File: src/rtl/serial_to_parallel_rx.sv
// Serial-to-parallel receiver: start(1) + N data bits LSB first + stop(0), sampled on EN&shift.
// Latency: Q/valid update on the edge that samples the stop bit, visible the following cycle.
// Backpressure: valid/ack single-entry slot; a word completing into a full slot is dropped and sets ovr.
module serial_to_parallel_rx #(
  parameter int N = 4
) (
  input  logic         CLK,
  input  logic         Reset,
  input  logic         EN,
  input  logic         shift,
  input  logic         S,
  input  logic         ack,
  input  logic         clr_err,
  output logic [N-1:0] Q,
  output logic         valid,
  output logic         busy,
  output logic         ovr,
  output logic         ferr
);

  localparam int CW = $clog2(N);

  typedef enum logic [1:0] {
    ST_IDLE = 2'd0,
    ST_DATA = 2'd1,
    ST_STOP = 2'd2
  } state_t;

  // Frame reception state
  state_t          r_state;
  logic [CW-1:0]   r_cnt;
  logic [N-1:0]    r_sr;

  // Output slot and sticky flags
  logic [N-1:0]    r_q;
  logic            r_valid;
  logic            r_ovr;
  logic            r_ferr;

  // Next-state values
  state_t          w_state_nxt;
  logic [CW-1:0]   w_cnt_nxt;
  logic [N-1:0]    w_sr_nxt;
  logic [N-1:0]    w_q_nxt;
  logic            w_valid_nxt;
  logic            w_ovr_nxt;
  logic            w_ferr_nxt;

  // Per-cycle events
  logic            w_strobe;
  logic            w_stop_ok;
  logic            w_stop_bad;
  logic            w_ack_take;
  logic            w_slot_free;
  logic            w_ovr_set;
  logic            w_clr;

  assign w_strobe    = EN & shift;
  // Consumption only counts while a word is actually held and the block is enabled.
  assign w_ack_take  = EN & ack & r_valid;
  // Slot can take a new word if empty, or if it is being drained on this same edge.
  assign w_slot_free = ~r_valid | w_ack_take;
  assign w_clr       = EN & clr_err;

  // Register FSM state, bit counter and shift register
  always_ff @(posedge CLK) begin
    if (Reset) begin
      r_state <= ST_IDLE;
      r_cnt   <= '0;
      r_sr    <= '0;
    end else begin
      r_state <= w_state_nxt;
      r_cnt   <= w_cnt_nxt;
      r_sr    <= w_sr_nxt;
    end
  end

  // Next-state logic: transitions only on strobe cycles; stop bit outcome decoded in STOP
  always_comb begin
    w_state_nxt = r_state;
    w_cnt_nxt   = r_cnt;
    w_sr_nxt    = r_sr;
    w_stop_ok   = 1'b0;
    w_stop_bad  = 1'b0;
    case (r_state)
      ST_IDLE: begin
        if (w_strobe && S) begin
          w_state_nxt = ST_DATA;
          w_cnt_nxt   = '0;
        end
      end
      ST_DATA: begin
        if (w_strobe) begin
          w_sr_nxt = {S, r_sr[N-1:1]};
          if (r_cnt == CW'(N - 1)) begin
            // Last data bit: park the counter at 0 rather than letting it wrap.
            w_state_nxt = ST_STOP;
            w_cnt_nxt   = '0;
          end else begin
            w_cnt_nxt = r_cnt + 1'b1;
          end
        end
      end
      ST_STOP: begin
        if (w_strobe) begin
          // A stop bit of 1 is a framing error; it is never taken as a new start bit.
          w_state_nxt = ST_IDLE;
          w_stop_ok   = ~S;
          w_stop_bad  = S;
        end
      end
      default: begin
        w_state_nxt = ST_IDLE;
      end
    endcase
  end

  // Output slot: load completed word, drop on overrun, clear on ack
  always_comb begin
    w_q_nxt     = r_q;
    w_valid_nxt = r_valid;
    w_ovr_set   = 1'b0;
    if (w_stop_ok && w_slot_free) begin
      w_q_nxt     = r_sr;
      w_valid_nxt = 1'b1;
    end else if (w_stop_ok) begin
      w_ovr_set = 1'b1;
    end else if (w_ack_take) begin
      w_valid_nxt = 1'b0;
    end
  end

  // Sticky flags: a set event in the clear cycle wins
  always_comb begin
    w_ovr_nxt  = (r_ovr  & ~w_clr) | w_ovr_set;
    w_ferr_nxt = (r_ferr & ~w_clr) | w_stop_bad;
  end

  // Register output slot and error flags
  always_ff @(posedge CLK) begin
    if (Reset) begin
      r_q     <= '0;
      r_valid <= 1'b0;
      r_ovr   <= 1'b0;
      r_ferr  <= 1'b0;
    end else begin
      r_q     <= w_q_nxt;
      r_valid <= w_valid_nxt;
      r_ovr   <= w_ovr_nxt;
      r_ferr  <= w_ferr_nxt;
    end
  end

  assign Q     = r_q;
  assign valid = r_valid;
  assign busy  = (r_state != ST_IDLE);
  assign ovr   = r_ovr;
  assign ferr  = r_ferr;

endmodule

File: config.mk
export PLATFORM = sky130hd
export DESIGN_NAME = serial_to_parallel_rx
export DESIGN_NICKNAME = d
export VERILOG_FILES = /design/src/rtl/serial_to_parallel_rx.sv
export SDC_FILE = /design/constraint.sdc
export NUM_CORES = 1
export LEC_CHECK = 0
export CORE_MARGIN = 2
export CORE_UTILIZATION = 35
export CTS_BUF_LIST = sky130_fd_sc_hd__clkbuf_4 sky130_fd_sc_hd__clkbuf_8
export DETAILED_ROUTE_END_ITERATION = 16
export PLACE_DENSITY_LB_ADDON = 0.12
export SYNTH_ARGS = -nofsm -noshare
export SYNTH_HDL_FRONTEND = slang
export SYNTH_SLANG_ARGS = --single-unit
File: constraint.sdc
create_clock -name CLK -period 1.1 [get_ports CLK]
set_input_delay 0.165 -clock CLK [delete_from_list [all_inputs] [get_ports CLK]]
set_output_delay 0.165 -clock CLK [all_outputs]
set_load 0.05 [all_outputs]
# Word-level counts from Yosys, hierarchy flattened
# Index checks and enable logic that the tools add are counted.
[classes] n_bitwise=12 n_eq_ne=8 reduce_logical=10 add_sub_neg=1 n_mux=18
[ops] cell="$mux W2" count=7
[ops] cell="$mux W1" count=9
[ops] cell="$ne A2 B2 Y1 const B" count=4
[ops] cell="$and A1 B1 Y1" count=6
[ops] cell="$pmux W2 S3" count=1
[ops] cell="$reduce_bool A2 Y1" count=3
[ops] cell="$eq A2 B2 Y1 const B" count=2
[ops] cell="$pmux W2 S2" count=1
[ops] cell="$reduce_and A2 Y1" count=2
[ops] cell="$reduce_and A4 Y1" count=1
[ops] cell="$not A1 Y1" count=3
[ops] cell="$or A1 B1 Y1" count=3
[ops] cell="$reduce_and A3 Y1" count=1
[ops] cell="$add A2 B1 Y2 const B" count=1
[ops] cell="$eq A2 B1 Y1 const B" count=1
[ops] cell="$logic_and A1 B1 Y1" count=2
[ops] cell="$logic_not A2 Y1" count=1
[ops] cell="$ne A2 B1 Y1 const B" count=1
[totals] in_bits=7 reg_bits=15 output_inout_bits=8

# Depth between registers and ports, before layout
# Gate-level depths: netlist of run 1.
[logic_depth] word_depth=6 depth_mapped=4

# Worst setup path before layout of run 1
# OpenSTA, ideal clock, no wires.
[synth_timing] path_type="reg2reg" startpoint="reg r_valid, in the netlist valid" endpoint="reg r_q[0], in the netlist Q[0]" path_stages_with_launch=4 arrival_time_ps=1239 n_path_buf=0 slack_ps=-211 setup_ps=72 t_required_ps=1028 path_cell_list="dfxtp_1 > nor2b_1 > nor4b_4 > mux2i_1"
[synth_between] elab_chain_len=3 elab_cells_between_ends=4 classes_between="bitwise: 3; reduce/logical: 1"
[synth_lines] item="start, declared" line="36" rtl="logic r_valid;"
[synth_lines] item="start signal, assigned" line="148" rtl="r_valid <= w_valid_nxt;"
[synth_lines] item="$and A1 B1 Y1 or $not A1 Y1 (tied branches)" line="60, 62"
[synth_lines] item="$or A1 B1 Y1 *" line="62" rtl="assign w_slot_free = ~r_valid | w_ack_take;"
[synth_lines] item="$logic_and A1 B1 Y1 *" line="123" rtl="if (w_stop_ok && w_slot_free) begin"
[synth_lines] item="end signal, assigned" line="147" rtl="r_q <= w_q_nxt;"
[synth_lines] item="end, declared" line="35" rtl="logic [N-1:0] r_q;"
# Every way passes the cells marked *; elsewhere a longest branch is shown, timed or not.
# A chain may end at the register's enable or synchronous reset.

# Worst setup path in the final report of run 1
[layout_timing] startpoint="reg r_state[1]" endpoint="out busy"
[layout_between] elab_chain_len=1
[layout_lines] item="start, declared" line="30" rtl="state_t r_state;"
[layout_lines] item="start signal, assigned" line="72" rtl="r_state <= w_state_nxt;"
[layout_lines] item="$reduce_bool A2 Y1" line="156" rtl="assign busy = (r_state != ST_IDLE);"
[layout_lines] item="end, declared" line="16" rtl="output logic busy,"
# No other way between the ends.

==> results of run 1 <==
==> placed cells by master (no fill, tap or decap), types with 2 or more instances in the layout <==
master | Yosys | routed
a21oi_1 | 5 | 3
a21oi_2 | 0 | 2
buf_12 | 0 | 9
buf_4 | 0 | 10
buf_6 | 0 | 7
clkbuf_4 | 0 | 4
clkdlybuf4s50_1 | 0 | 3
dfxtp_1 | 15 | 10
dfxtp_2 | 0 | 3
dfxtp_4 | 0 | 2
dlygate4sd2_1 | 0 | 2
mux2i_1 | 8 | 8
nand2_1 | 5 | 5
nand2b_1 | 8 | 8
nand3b_1 | 2 | 2
nand4b_1 | 3 | 3
nor2_1 | 6 | 6
o21ai_0 | 2 | 2
==> how the worst max path moves through the flow <==
stage | from | end | slack [ps] | cells after the start
2_1_floorplan | r_state[1] | Q[0] | -70 | 3
3_3_place_gp | shift | Q[2] | -440 | 5
3_5_place_dp | shift | r_state[1] | -460 | 5
4_1_cts | r_state[0] | busy | -190 | 3
5_1_grt | r_state[1] | busy | -230 | 3
6_report | r_state[1] | busy | -190 | 3
==> power breakdown <==
group / total, uW / internal [uW] / leakage (uW) / switching [uW]
clock: 337 / 165 / 0.0000184 / 172
combinational: 117 / 66.5 / 0.000322 / 50.4
sequential: 546 / 542 / 0.000124 / 3.24
total: 999 / 774 / 0.000464 / 225
==> through the flow <==
stage,hold slack (ps),worst slack [ps],setup TNS (ps),utilization
2_1_floorplan,309,-68.5,-288,-
3_3_place_gp,462,-439,-4800,0.556
3_5_place_dp,485,-463,-4920,0.556
4_1_cts,397,-194,-810,0.593
5_1_grt,417,-235,-1860,0.614
6_report,390,-195,-1060,0.614
==> final cells by class <==
type,count,area [sq um],area share
clock buffer,4,30.0,0.0257
multi-input combinational,52,399,0.342
tap,27,33.8,0.0289
sequential,15,312,0.267
timing repair buffer,32,394,0.337
==> kinds of logic after synthesis <==
family                     after synthesis  synth area share
adders and majority gates                1            0.0182
buffers and inverters                    4            0.0255
muxes                                    8             0.117
and+or+nand+nor                         33             0.317
AOI/OAI and AO/OA                       10            0.0856
DFF                                     15             0.437
==> state kept, by name, summed over array words and instances, names as in the netlist <==
signal / cells
ferr: 1
r_cnt: 2
r_state: 2
valid: 1
Q: 4
r_sr: 4
ovr: 1
==> tightest hold or removal path, cell delays in order <==
cell	delay [ps]
dlymetal6s2s_1	150
buf_4	160
a32oi_1	80
nor2_1	70
==> timing repair <==
action,4_1_cts,5_1_grt
buffers inserted,3,3
hold endpoints to repair,0,0
resized for setup,10,7
hold buffers,0,0
setup endpoints to repair,9,15
pin swaps,4,3
==> layer usage <==
layer / up-vias / share of wire / global-route usage / wire (um)
li1: 313 / - / - / -
met1: 280 / 0.49 / 0.173 / 734
met2: 12 / 0.45 / 0.213 / 670
met3: 2 / 0.044 / 0.0432 / 66
met4: 0 / 0.010 / 0.0714 / 15
met5: - / 0 / 0 / 0
==> flow_metrics.tcl, run 1 <==
set metrics [dict create \
    status "complete, but fails checks" \
    violations "setup timing" \
    tritoncts "yes" \
    worst_slew_pin_slew_ps 212 \
    drc 0 \
    die-area_sq_mm 0.00233 \
    holdPathStages 4 \
    ios 15 \
    final_area_sq_mm 0.00117 \
    hold_viol 0 \
    synthTopCellsByCount "15 x dfxtp_1, 8 x mux2i_1, 8 x nand2b_1" \
    yosysMostFrequentCell "dfxtp_1" \
    setup-violations-final 11 \
    async_flop_share 0 \
    ir_worst_vdd_mv 0.654 \
    syn_area_per_cell_sq_um 9.67 \
    cp.arrival_ps 1130 \
    dp_cells 121 \
    hold_class "in2reg" \
    cp_slowest_cell "dfxtp_2" \
    cts_buffers 3 \
    viasPerCell 4.67 \
    min_to "ferr" \
    worst-path-buf-inv 2 \
    cpPeakStageDelay_ps 340 \
    postSynthCellCount 71 \
    fin_cells 130 \
    ant_nets 0 \
    crit_type "reg2out" \
    cp_cell_sequence "buf_6 > or2_4 > buf_12" \
    ys_seq_area_frac 0.437 \
    critPathTopFamily "flip-flops" \
    drt_iter0_markers 7 \
    syn-num-nets 79 \
    clock_sinks 15 \
    grt_start_max_net_pins 21 \
    synthDistinctLibCells 24 \
    die_w_um 48.3 \
    maxCapViolCount 0 \
    nFillCells 154 \
    place_hpwl_um 1030 \
    max_slew_margin 0.859 \
    clock_latency_ps 280 \
    drt-total-wl_um 1490 \
    reg2reg_depth 5 \
    rsz0062_at_grt "yes" \
    synth-edff-count 0 \
    hold_start "S" \
    vias 607 \
    gp_congestion 0.749 \
    die_h_um 48.3 \
    cts-root-buf "clkbuf_4" \
    drive_gt1_frac 0.417 \
    period_share 1.18 \
    drtPass1Iterations 3 \
    grt_pass1_wl_um 2500 \
    post_drt_wl_per_cell_um 11.4 \
    io_buffer_count 14 \
    diodes 0 \
    gr-total-overflow 0 \
    worstReg2RegEnd "Q[0]" \
    worstPathRequired_ps 940 \
    cp-end-kind "output port" \
    rows 16 \
    coreArea_sq_mm 0.00190 \
    grt_antenna_before_repair 0 \
    grt_pass1_vias 579 \
    cp-start-kind "flop" \
    yosys_register_bits 15 \
    rr_startpoint "r_state[1]" \
    fin_skew_ps 2.30 \
    r2r_slack_ps -130 \
    synth_area_leaders "dfxtp_1 44%, mux2i_1 12%, nand2b_1 7.3%" \
    path_max_fanout 3 \
    yosys_warnings 0 \
    layout_setup_ws_ps -195 \
    fin_nets 112 \
    fmax_mhz 772 \
    cellPowerDensity_mw_per_mm2 855 \
    start_util 0.361 \
    min_period_ps 1290 \
    synth_top_area_cell "dfxtp_1" \
    htree_levels 1 \
    path_clk_slew_ps 90 \
    placed_area_sq_mm 0.00106 \
    area_growth_syn_to_layout_pct 70.1 \
    p_total_uw 999 \
    synthesis.area_sq_um 687 \
    cts.path.max_buffers 2 \
    grtUsageTotal 0.138 \
    synth-main-ff-cell "dfxtp_1" \
    synth_top_area_frac 0.437 \
    finalMaxSlewViolations 0 \
    power.leakage_uw 0.000464 \
]
(Power assumes the default switching activity.)
==> run 2, diff against run 1 <==
Settings changed: ABC_CLOCK_PERIOD_IN_PS set to 1100.
==> results of run 2 <==
Final layout, timing and power as in run 1 (identical DEF).
